[src/rtl/bcd_decoder.sv]
// bcd_decoder: sequential packed-BCD to binary converter (reverse double-dabble).
// Each cycle in SHIFT moves {bcd, bin} right one bit and then subtracts 3 from every
// shifted BCD digit that is >= 8. After SHIFTS iterations, bin holds the binary value.
//
// Optional feature: define BCD_DEC_CHECK_EN to reject inputs containing a digit > 9.
// A rejected input goes straight to DONE with error=1 and a zero result.
//
// Ports:
//   clk            system clock, rising edge
//   reset          synchronous, active-high reset
//   start          conversion request, accepted only in IDLE or DONE
//   bcd_input      packed digits, digit 0 in [3:0]
//   binary_output  low OUT_WIDTH bits of the result, updated on entry to DONE
//   overflow       result does not fit in OUT_WIDTH bits
//   busy           conversion in progress
//   done           result valid; held until the next accepted start
//   error          invalid digit seen (tied to 0 unless BCD_DEC_CHECK_EN)
module bcd_decoder #(
  parameter int unsigned DIGITS    = 10,
  parameter int unsigned OUT_WIDTH = 32,
  parameter int unsigned SHIFTS    = 34
) (
  input  logic                  clk,
  input  logic                  reset,
  input  logic                  start,
  input  logic [4*DIGITS-1:0]   bcd_input,
  output logic [OUT_WIDTH-1:0]  binary_output,
  output logic                  overflow,
  output logic                  busy,
  output logic                  done,
  output logic                  error
);

  localparam int unsigned BcdW  = 4 * DIGITS;
  localparam int unsigned WorkW = BcdW + SHIFTS;
  localparam int unsigned CntW  = $clog2(SHIFTS + 1);

  typedef enum logic [1:0] {StIdle, StShift, StDone} state_t;

  state_t            state;
  logic [BcdW-1:0]   bcd;
  logic [SHIFTS-1:0] bin;
  logic [CntW-1:0]   cnt;

  logic [WorkW-1:0]  work_sh;
  logic [BcdW-1:0]   bcd_fix;
  logic [SHIFTS-1:0] bin_sh;
  logic              result_ovf;

  // One iteration: shift right with 0 in, then correct every digit of the shifted value.
  always_comb begin
    work_sh = {bcd, bin} >> 1;
    bcd_fix = work_sh[WorkW-1:SHIFTS];
    bin_sh  = work_sh[SHIFTS-1:0];
    for (int i = 0; i < int'(DIGITS); i++) begin
      if (work_sh[SHIFTS+4*i +: 4] >= 4'd8) begin
        bcd_fix[4*i +: 4] = work_sh[SHIFTS+4*i +: 4] - 4'd3;
      end
    end
    // Any set bit above the output width means the value does not fit.
    result_ovf = (bin_sh >> OUT_WIDTH) != '0;
  end

`ifdef BCD_DEC_CHECK_EN
  logic digit_bad;

  always_comb begin
    digit_bad = 1'b0;
    for (int i = 0; i < int'(DIGITS); i++) begin
      if (bcd_input[4*i +: 4] > 4'd9) begin
        digit_bad = 1'b1;
      end
    end
  end
`else
  assign error = 1'b0;
`endif

  always_ff @(posedge clk) begin
    if (reset) begin
      state         <= StIdle;
      bcd           <= '0;
      bin           <= '0;
      cnt           <= '0;
      binary_output <= '0;
      overflow      <= 1'b0;
      busy          <= 1'b0;
      done          <= 1'b0;
`ifdef BCD_DEC_CHECK_EN
      error         <= 1'b0;
`endif
    end else begin
      case (state)
        StIdle, StDone: begin
          if (start) begin
`ifdef BCD_DEC_CHECK_EN
            if (digit_bad) begin
              // Rejected input: report immediately, no shifting.
              state         <= StDone;
              binary_output <= '0;
              overflow      <= 1'b0;
              busy          <= 1'b0;
              done          <= 1'b1;
              error         <= 1'b1;
            end else begin
              error         <= 1'b0;
`endif
              state <= StShift;
              bcd   <= bcd_input;
              bin   <= '0;
              cnt   <= CntW'(SHIFTS);
              busy  <= 1'b1;
              done  <= 1'b0;
`ifdef BCD_DEC_CHECK_EN
            end
`endif
          end
        end
        StShift: begin
          bcd <= bcd_fix;
          bin <= bin_sh;
          cnt <= cnt - CntW'(1);
          if (cnt == CntW'(1)) begin
            // Last iteration: publish the freshly shifted value.
            binary_output <= OUT_WIDTH'(bin_sh);
            overflow      <= result_ovf;
            busy          <= 1'b0;
            done          <= 1'b1;
            state         <= StDone;
          end
        end
        default: state <= StIdle;
      endcase
    end
  end

endmodule

[config.mk]
export PLATFORM = sky130hd
export DESIGN_NAME = bcd_decoder
export DESIGN_NICKNAME = d
export VERILOG_FILES = /design/src/rtl/bcd_decoder.sv
export SDC_FILE = /design/constraint.sdc
export NUM_CORES = 1
export LEC_CHECK = 0
export BUFFER_PORTS_ARGS = -buffer_cell sky130_fd_sc_hd__buf_4
export CORE_ASPECT_RATIO = 1.1
export CORE_MARGIN = 4
export CORE_UTILIZATION = 60
export DETAILED_ROUTE_END_ITERATION = 10
export PLACE_DENSITY = 0.85
export RECOVER_POWER = 100
export SLEW_MARGIN = 20
export SYNTH_ARGS = -nofsm -noshare
export SYNTH_HDL_FRONTEND = slang
export SYNTH_SLANG_ARGS = --single-unit
export TNS_END_PERCENT = 20
[constraint.sdc]
create_clock -name clk -period 3.25 [get_ports clk]
set_clock_uncertainty 0.15 [all_clocks]
set_input_delay 0.325 -clock clk [delete_from_list [all_inputs] [get_ports clk]]
set_output_delay 0.325 -clock clk [all_outputs]
set_load 0.02 [all_outputs]
==> results_dict.tcl, run 1 <==
set metrics [dict create \
    avgRoutedWirePerCell_um 16.22 \
    numCtsBuffers 17 \
    die_y_um 103.0 \
    cp_max_fo 25 \
    fin_hold_ws_ns 0.02133 \
    overflow 0 \
    r2r_cells 4 \
    syn_area_um2 4922 \
    ys_seq_area_share_pct 47.18 \
    dpl-instance-area_um2 5550 \
    outcome "finished clean" \
    crit_buf_inv 4 \
    wl_mm 12.91 \
    synth-edff-count 0 \
    final_cell_area_um2 6347 \
    gr-usage-met2_pct 50.44 \
    cts_tree "yes" \
    syn-instance-count 581 \
    h-tree-depth 4 \
    drc 0 \
    dp_hpwl_mm 7.264 \
    slew_headroom_pct 7.250 \
    ant_nets 0 \
    first_global_vias 4641 \
    fmax_ghz 0.3795 \
    finalSetupViolCount 0 \
    ys_ff_latch 116 \
    endpoint_kind "flop" \
    critPathMaxStageDelay_ns 1.05 \
    post-synth-top-count-cell "dfxtp_1" \
    p_per_area_nw_per_um2 615.0 \
    yosys-top-cells-count "dfxtp_1 (116), nand2_1 (100), nor2_1 (80)" \
    cts_resized 0 \
    grt_max_degree 117 \
    drt_iter0_drc 289 \
    hold_path_depth 3 \
    synth_top_area_share_pct 47.18 \
    cts_setup_buffers 0 \
    num_rows 34 \
    clk_latency_ns 0.51 \
    die_w_um 94.36 \
    cp_top_family "simple AND/OR/NAND/NOR gates" \
    num_antenna_cells 0 \
    ys_warn_count 0 \
    rsz0062_at_grt "false" \
    vdd_ir_drop_max_uv 549.4 \
    dieArea_um2 9719 \
    root_buffer "clkbuf_8" \
    start_kind "input port" \
    reg2reg_slack_ns 0.64 \
    grt.total_usage_pct 28.22 \
    synth_area_per_cell_um2 8.472 \
    io-pin-count 79 \
    post-synth-top-area-cell "dfxtp_1" \
    grt_pass1_wl_mm 21.54 \
    crit_slowest_cell "nor2_1" \
    synth.area.top_cells "dfxtp_1 (47%), nand2_1 (7.6%), a22oi_1 (6.9%), nor2_1 (6.1%), a21oi_1 (6.0%)" \
    crit_top_cell "buf_16" \
    start_util_pct 61.87 \
    grtUsageMet3_pct 7.883 \
    nets 740 \
    ys_dominant_reg_cell "dfxtp_1" \
    worst_slew_pin_slew_ns 1.386 \
    tns_ns 0 \
    maxCapViolCount 0 \
    grt_antenna_before_repair 0 \
    port_buffers 77 \
    critPathKind "in -> reg" \
    area_delta_synth_final_pct 28.95 \
    slew_viol_final 0 \
    globalplace.congestion 0.7705 \
    worstHoldEndpoint "bcd[2]" \
    power.leakage_nw 2.506 \
    syn-num-nets 644 \
    cts_buffer_depth 2 \
    crit_chain "dlygate4sd3_1 -> clkbuf_1 -> nor2b_1 -> nor2_1 -> buf_16 -> buf_16 -> a22oi_1 -> a21oi_1" \
    period_share_pct 81.07 \
    cp.depth 8 \
    met1_usage_pct 32.15 \
    vias 4549 \
    crit_arrival_ns 2.92 \
    r2r-end "bcd[2]" \
    path_clk_slew_ns 0.06 \
    hold_start "bcd_input[2]" \
    drive_gt1_share_pct 11.63 \
    clock_sinks 116 \
    async_flop_share_pct 0 \
    design.core.area_um2 7955 \
    busiest_layer "met2" \
    rr_startpoint "state[1]" \
    min_period_ns 2.635 \
    drt_pre_antenna_iters 5 \
    min_path_type "in -> reg" \
    crit_required_ns 3.53 \
    finalHoldViolations 0 \
    via_per_inst 5.715 \
    yosys.cell_types.count 35 \
]
-- tightest hold or removal path, cell delays in order --
cell,delay [ns]
buf_4,0.11
nor2_1,0.10
a2111oi_0,0.09
-- metal layers --
metal / wire, um / vias to the layer above
met5: 0 / -
met4: 272 / 0
met3: 715 / 33
met2: 6778 / 160
met1: 5147 / 2192
li1: - / 2164
-- worst max path at each step --
stage	startpoint	to	slack, ns
6_report	start	bcd[34]	0.62
5_1_grt	state[0]	binary_output[30]	0.48
4_1_cts	state[0]	overflow	0.67
3_5_place_dp	state[0]	binary_output[7]	0.71
3_3_place_gp	state[0]	binary_output[5]	0.81
2_1_floorplan	start	bin[13]	1.80
-- registers in the layout, summed over array words and instances (netlist names) --
register,cells
binary_output,32
bin,33
state,2
cnt,6
overflow,1
done,1
bcd,40
busy,1
-- stage by stage --
step	setup WS, ns	total power [W]	cells	utilization (%)
after floorplan	1.803	0.001859	581	-
after global placement	0.8094	0.001952	729	69.08
after detailed placement	0.7057	0.001994	731	69.77
after CTS	0.6714	0.003907	796	81.63
after global routing	0.4806	0.004043	796	79.79
final	0.6153	0.003904	796	79.79
-- cell usage in the layout (no fill, tap or decap), types with 6 or more instances in the layout --
cell type,instances
nor3_1,6
clkbuf_1,39
dlygate4sd3_1,35
a21o_1,9
buf_4,45
inv_1,20
o211a_1,7
nand2_1,100
ha_1,20
a22oi_1,45
clkbuf_16,16
a221oi_1,10
nor4_1,9
xnor2_1,16
nor2_1,81
dfxtp_1,116
a311oi_1,7
a21oi_1,59
nand2b_1,11
-- cell families after synthesis --
family	synth area share, %
and+or+nand+nor	18.56
AOI/OAI and AO/OA	19.32
DFF	47.18
buffers and inverters	5.592
adders and majority gates	5.084
xor gates and xnor gates	3.559
muxes	0.6355
other	0.07619
-- power breakdown --
part           total (W)  switching, W  internal [W]
combinational   0.000457      0.000248      0.000209
clock            0.00189      0.000637       0.00125
sequential       0.00156     0.0000751       0.00148
total            0.00390      0.000960       0.00294
-- final cells by class --
cell class	count	area, um2
clock buffers	20	435.4
inverters	20	75.07
fillers	502	1608
flip-flops and latches	116	2322
well taps	108	135.1
multi-input cells	402	2328
clock inverters	10	157.7
repair buffers	120	893.4
-- what timing repair did --
| action | in CTS | in global routing |
|---|---|---|
| endpoints found under the setup margin | 0 | 0 |
| hold buffers | 35 | 0 |
| hold endpoints to repair | 36 | 0 |
Note: power is estimated with default switching activity, not from simulation.
==> run 2, diff against run 1 <==
--- a/config.mk
+++ b/config.mk
@@ -5,12 +5,13 @@
 export SDC_FILE = /design/constraint.sdc
 export NUM_CORES = 1
 export LEC_CHECK = 0
+export ABC_AREA = 1
 export BUFFER_PORTS_ARGS = -buffer_cell sky130_fd_sc_hd__buf_4
 export CORE_ASPECT_RATIO = 1.1
 export CORE_MARGIN = 4
-export CORE_UTILIZATION = 60
+export CORE_UTILIZATION = 51
 export DETAILED_ROUTE_END_ITERATION = 10
-export PLACE_DENSITY = 0.85
+export PLACE_DENSITY = 0.77
 export RECOVER_POWER = 100
 export SLEW_MARGIN = 20
 export SYNTH_ARGS = -nofsm -noshare
==> constraint.sdc (replaced) <==
create_clock -name clk -period 2.4 [get_ports clk]
set_clock_uncertainty 0.15 [all_clocks]
set_input_delay 0.24 -clock clk [delete_from_list [all_inputs] [get_ports clk]]
set_output_delay 0.24 -clock clk [all_outputs]
set_load 0.02 [all_outputs]
==> run 2 against run 1 <==
  * Non-clock buffer count up 8
  * Die area up 20%
  * Core utilization down 12 points
  * Critical endpoint is now bin[19]
  * Highest routed layer unchanged
==> results_dict.tcl, run 2 <==
set metrics [dict create \
    syn_area_um2 5080 \
    layout_commonest_cell "nand2_1" \
    r2r_cells 7 \
    syn-instance-count 677 \
    synth_area_per_cell_um2 7.504 \
    endpoint_kind "flop" \
    critPathMaxStageDelay_ns 0.58 \
    area_delta_synth_final_pct 27.86 \
    avgRoutedWirePerCell_um 14.74 \
    crit_chain "dlygate4sd3_1 -> buf_4 -> nand2_2 -> nand2_1 -> inv_1 -> buf_12 -> nand2_1 -> a21oi_1" \
    num_antenna_cells 0 \
    finalHoldViolations 0 \
    ys_seq_area_share_pct 45.71 \
    async_flop_share_pct 0 \
    clockPowerShare_pct 46.8 \
    crit_slowest_cell "inv_1" \
    nets 847 \
    fmax_ghz 0.5002 \
    synth_top_area_share_pct 45.71 \
    overflow 0 \
    ys_ff_latch 116 \
    post-synth-top-area-cell "dfxtp_1" \
    numCtsBuffers 17 \
    grt_max_degree 61 \
    synth-edff-count 0 \
    layout_common_cells "nand2_1 (169), dfxtp_1 (116), a21oi_1 (77)" \
    slew_viol_final 0 \
    critPathKind "in -> reg" \
    fin_cells 914 \
    power.leakage_nw 2.608 \
    placed_cells 841 \
    die_w_um 103.2 \
    seqPwrFrac_pct 39.9 \
    hold_start "reset" \
    port_buffers 77 \
    clk_latency_ns 0.53 \
    grt_antenna_before_repair 0 \
    cp_max_fo 27 \
    min_path_type "in -> reg" \
    min_period_ns 1.999 \
    dieArea_um2 11620 \
    dpl-instance-area_um2 5660 \
    reg2reg_slack_ns 0.42 \
    drt_pre_antenna_iters 5 \
    post-synth-top-count-cell "nand2_1" \
    wl_mm 13.47 \
    swShare_pct 29.65 \
    tns_ns 0 \
    fin_total_pwr_w 0.005280 \
    synth.area.top_cells "dfxtp_1 (46%), nand2_1 (12%), a21oi_1 (7.5%), o21ai_0 (6.2%), ha_1 (4.9%)" \
    vdd_ir_drop_max_uv 595.6 \
    cts_resized 0 \
    ys_warn_count 0 \
    h-tree-depth 4 \
    p_per_area_nw_per_um2 813.0 \
    crit_arrival_ns 2.30 \
    path_clk_slew_ns 0.06 \
    ant_nets 0 \
    ys_dominant_reg_cell "dfxtp_1" \
    grt_pass1_wl_mm 22.57 \
    drc 0 \
    r2r-end "bin[19]" \
    outcome "finished clean" \
    final_cell_area_um2 6495 \
    maxCapViolCount 0 \
    via_per_inst 5.384 \
    endpoint "bin[19]" \
    num_rows 37 \
    register_area_um2 2322 \
    die_y_um 112.7 \
    io-pin-count 79 \
    period_share_pct 83.30 \
    cts_buffer_depth 2 \
    yosys.cell_types.count 35 \
    fin_hold_ws_ns 0.09089 \
    clock_sinks 116 \
    start_util_pct 53.27 \
    combPwrFrac_pct 13.3 \
    crit_required_ns 2.70 \
    slew_headroom_pct 47.19 \
    start_kind "input port" \
    yosys-top-cells-count "nand2_1 (167), dfxtp_1 (116), a21oi_1 (76)" \
    cts_tree "yes" \
    p_int_w 0.003714 \
    drt_iter0_drc 293 \
    multi_input_area_um2 2300 \
    design.core.area_um2 9537 \
    vias 4921 \
    root_buffer "clkbuf_8" \
    first_global_vias 4870 \
    grt.total_usage_pct 24.16 \
    p_switching_w 0.001566 \
    syn-num-nets 740 \
    reg_top3 "bcd (40), bin (33), binary_output (32)" \
    worst_slew_pin_slew_ns 0.7921 \
    rr_startpoint "state[0]" \
    globalplace.congestion 0.8101 \
    drive_gt1_share_pct 11.42 \
    crit_start "start" \
    rsz0062_at_grt "false" \
    largest_reg_flops 40 \
    crit_top_cell "nand2_1" \
    dp_hpwl_mm 8.010 \
    finalSetupViolCount 0 \
    top_register "bcd" \
    fillers 801 \
]
[run 2: changes by cell type after synthesis, sizes merged, moves of 18 or more]
cell	previous run	this run
nand3	1	37
nand2	100	171
a22oi	45	1
o21ai	0	69
inv	20	56
nor2	81	44
a21oi	59	77
[run 2: what timing repair did]
| item | CTS | global route |
|---|---|---|
| endpoints found under the setup margin | 0 | 0 |
| endpoints found under the hold margin | 41 | 0 |
| hold buffers | 41 | 0 |
| setup buffers | 0 | 0 |
[run 2: worst min-delay path by stage]
stage               cells past startpoint           endpoint
global route                            5  binary_output[15]
finish                                  5   binary_output[4]
CTS                                     5   binary_output[0]
detailed placement                      2            bin[22]
global placement                        2             bin[8]
floorplan                               2            bcd[39]
[run 2: power by group through the flow]
stage	registers, W	logic [W]	clock network, W
after global routing	0.00212	0.000790	0.00259
final	0.00211	0.000702	0.00247
after CTS	0.00210	0.000706	0.00247
after global placement	0.00214	0.000618	0
after floorplan	0.00213	0.000472	0
after detailed placement	0.00214	0.000640	0
[run 2: layout make-up]
| type | count | area share (%) |
|---|---|---|
| sequential | 116 | 35.75 |
| multi-input combinational | 465 | 35.41 |
| timing repair buffer | 128 | 14.47 |
| clock buffer | 17 | 6.376 |
| inverter | 56 | 3.275 |
| clock inverter | 15 | 2.466 |
| tap | 117 | 2.254 |
[run 2: worst max-delay path, delay by kind of cell]
kind	cells	cell delay, ns
buffers and inverters	4	1.53
AO/OA/AOI/OAI	1	0.16
AND/OR/NAND/NOR	3	0.36
[run 2: cells by family (layout without fill, tap and decap cells)]
kind of cell / after synthesis / after routing / share of synthesized area [%]
and+or+nand+nor: 268 / 268 / 21.95
adders and majority gates: 20 / 20 / 4.926
other: 1 / 1 / 0.07382
AOI/OAI and AO/OA: 174 / 174 / 18.25
buffers and inverters: 96 / 216 / 8.744
xor gates and xnor gates: 2 / 2 / 0.3449
DFF: 116 / 116 / 45.71
[run 2: metal layers]
metal	global-route usage [%]	vias to the layer above	part of all wire, %	wire (um)
li1	-	2438	-	-
met1	30.43	2297	42	5676
met2	39.58	156	50	6689
met3	5.842	30	6.1	825
met4	9.067	0	2.1	280
met5	0	-	0	0
[run 2: through the flow]
| stage | setup WS [ns] | util (%) |
|---|---|---|
| floorplan | 1.006 | - |
| global route | 0.2377 | 68.11 |
| detailed placement | 0.5513 | 59.35 |
| global placement | 0.6578 | 59.35 |
| finish | 0.4008 | 68.11 |
| CTS | 0.5176 | 69.68 |
==> run 3, diff against run 2 <==
==> constraint.sdc (replaced) <==
create_clock -name clk -period 1.61 [get_ports clk]
set_clock_uncertainty 0.15 [all_clocks]
set_input_delay 0.161 -clock clk [delete_from_list [all_inputs] [get_ports clk]]
set_output_delay 0.161 -clock clk [all_outputs]
set_load 0.02 [all_outputs]
==> run 3 against run 2 <==
  * First-iteration DRC count down 17%
  * Sequential power up 49%
  * Critical path depth fell by 1
  * Clock-buffer cell count unchanged
  * Global-route usage shrank 0.12 points
  * Core utilization rose by 2.0 points
  * Flip-flop and latch count is the same
  * Via count increased by 0.59%
==> results_dict.tcl, run 3 (synthesized netlist as in run 2, its figures left out) <==
set metrics [dict create \
    cp_top_family "simple AND/OR/NAND/NOR gates" \
    layout_common_cells "nand2_1 (167), dfxtp_1 (115), a21oi_1 (74)" \
    fin_ws_ns 0.07434 \
    r2r_cells 7 \
    num_rows 37 \
    globalplace.congestion 0.8624 \
    port_buffers 77 \
    grt_antenna_before_repair 0 \
    clock_sinks 116 \
    crit_buf_inv 2 \
    vias 4950 \
    via_per_inst 5.340 \
    multi_input_area_um2 2332 \
    layout_commonest_cell "nand2_1" \
    maxCapViolCount 0 \
    worst_slew_pin_slew_ns 0.6550 \
    crit_slowest_cell "dfxtp_2" \
    hold_path_depth 2 \
    start_util_pct 53.27 \
    power.leakage_nw 2.675 \
    crit_required_ns 1.87 \
    top_register "bcd" \
    h-tree-depth 4 \
    num_antenna_cells 0 \
    rsz0062_at_grt "true" \
    preCtsSetupSlack_ns -0.01719 \
    wl_mm 13.59 \
    io-pin-count 79 \
    busiest_layer "met2" \
    grt_pass1_wl_mm 22.31 \
    avgRoutedWirePerCell_um 14.66 \
    reg_top3 "bcd (40), bin (33), binary_output (32)" \
    overflow 0 \
    outcome "finished clean" \
    fillers 752 \
    min_path_type "reg -> reg" \
    path_clk_slew_ns 0.06 \
    largest_reg_flops 40 \
    vdd_ir_drop_max_uv 913.3 \
    slew_viol_final 0 \
    register_area_um2 2323 \
    area_delta_synth_final_pct 31.58 \
    nets 860 \
    cts_buffer_depth 2 \
    fin_hold_ws_ns 0.3095 \
    design.core.area_um2 9537 \
    grtUsageMet3_pct 6.588 \
    clk_latency_ns 0.52 \
    numCtsBuffers 17 \
    drive_gt1_share_pct 13.70 \
    cp.depth 7 \
    drc 0 \
    grt_max_degree 61 \
    critPathKind "reg -> reg" \
    drt_iter0_drc 243 \
    cts_tree "yes" \
    crit_chain "inv_1 -> ha_1 -> and2_4 -> nand3_4 -> buf_4 -> o21ai_0 -> nor2_1" \
    grt.total_usage_pct 24.04 \
    met1_usage_pct 30.11 \
    drt_pre_antenna_iters 4 \
    slew_headroom_pct 56.34 \
    crit_arrival_ns 1.79 \
    min_period_ns 1.536 \
    dp_hpwl_mm 8.367 \
    finalHoldViolations 0 \
    finalSetupViolCount 0 \
    dieArea_um2 11620 \
    start_kind "flop" \
    critPathMaxStageDelay_ns 0.33 \
    ant_nets 0 \
    first_global_vias 4802 \
    fmax_ghz 0.6512 \
    die_w_um 103.2 \
    period_share_pct 95.38 \
    tns_ns 0 \
    p_per_area_nw_per_um2 1192 \
    die_y_um 112.7 \
    cp_max_fo 8 \
    endpoint_kind "flop" \
    gr-usage-met2_pct 39.62 \
    root_buffer "clkbuf_8" \
]
-- run 3: changes by cell type in the layout (fill, tap and decap cells not counted), moves of 3 or more --
| cell | previous run | this run |
|---|---|---|
| buf_12 | 1 | 4 |
| inv_8 | 4 | 1 |
| a21oi_1 | 77 | 74 |
| o21ai_0 | 69 | 58 |
| o21ai_1 | 0 | 10 |
| buf_4 | 49 | 55 |
| a21oi_2 | 0 | 3 |
-- run 3: stage by stage --
| step | cells | power, W | util [%] | cell area [um2] |
|---|---|---|---|---|
| 5_1_grt | 927 | 0.008309 | 70.09 | 6684 |
| 3_3_place_gp | 851 | 0.004170 | 60.54 | 5773 |
| 3_5_place_dp | 851 | 0.004215 | 60.54 | 5773 |
| 4_1_cts | 925 | 0.007980 | 71.15 | 6785 |
| 2_1_floorplan | 677 | 0.003882 | - | 5080 |
| 6_report | 927 | 0.007966 | 70.09 | 6684 |
-- run 3: worst paths after layout --
path	startpoint	to	slack, ns
min	bin[28]	bin[28]	0.31
max reg2reg	cnt[1]	binary_output[4]	0.07
min reg2reg	bin[28]	bin[28]	0.31
max	cnt[1]	binary_output[4]	0.07
-- run 3: area by class of cell --
class	count	share of cell area, %
multi-input combinational	465	34.89
sequential	116	34.76
timing repair buffer	141	16.17
clock buffer	17	6.196
inverter	56	3.220
clock inverter	15	2.565
tap	117	2.190
-- run 3: layer usage --
metal | vias up | share of wire [%]
met3 | 26 | 7.3
met4 | 0 | 1.5
met2 | 180 | 51
met1 | 2288 | 41
met5 | - | 0
li1 | 2456 | -
-- run 3: worst min-delay path: stages (launching register included) --
cell	delay [ns]
dfxtp_1	0.31
nand2_1	0.06
a21oi_1	0.05
-- run 3: where the power goes --
part | internal [W] | switching, W | leakage (nW)
Combinational | 0.000464 | 0.000667 | 1.46
Sequential | 0.00302 | 0.000123 | 0.944
Clock | 0.00224 | 0.00146 | 0.274
-- run 3: repair_timing --
| item | 4_1_cts | 5_1_grt |
|---|---|---|
| setup buffers | 0 | 2 |
| resized for setup | 3 | 10 |
| endpoints found under the hold margin | 42 | 0 |
| hold buffers | 42 | 0 |
| endpoints found under the setup margin | 2 | 29 |
| gates cloned | 0 | 0 |
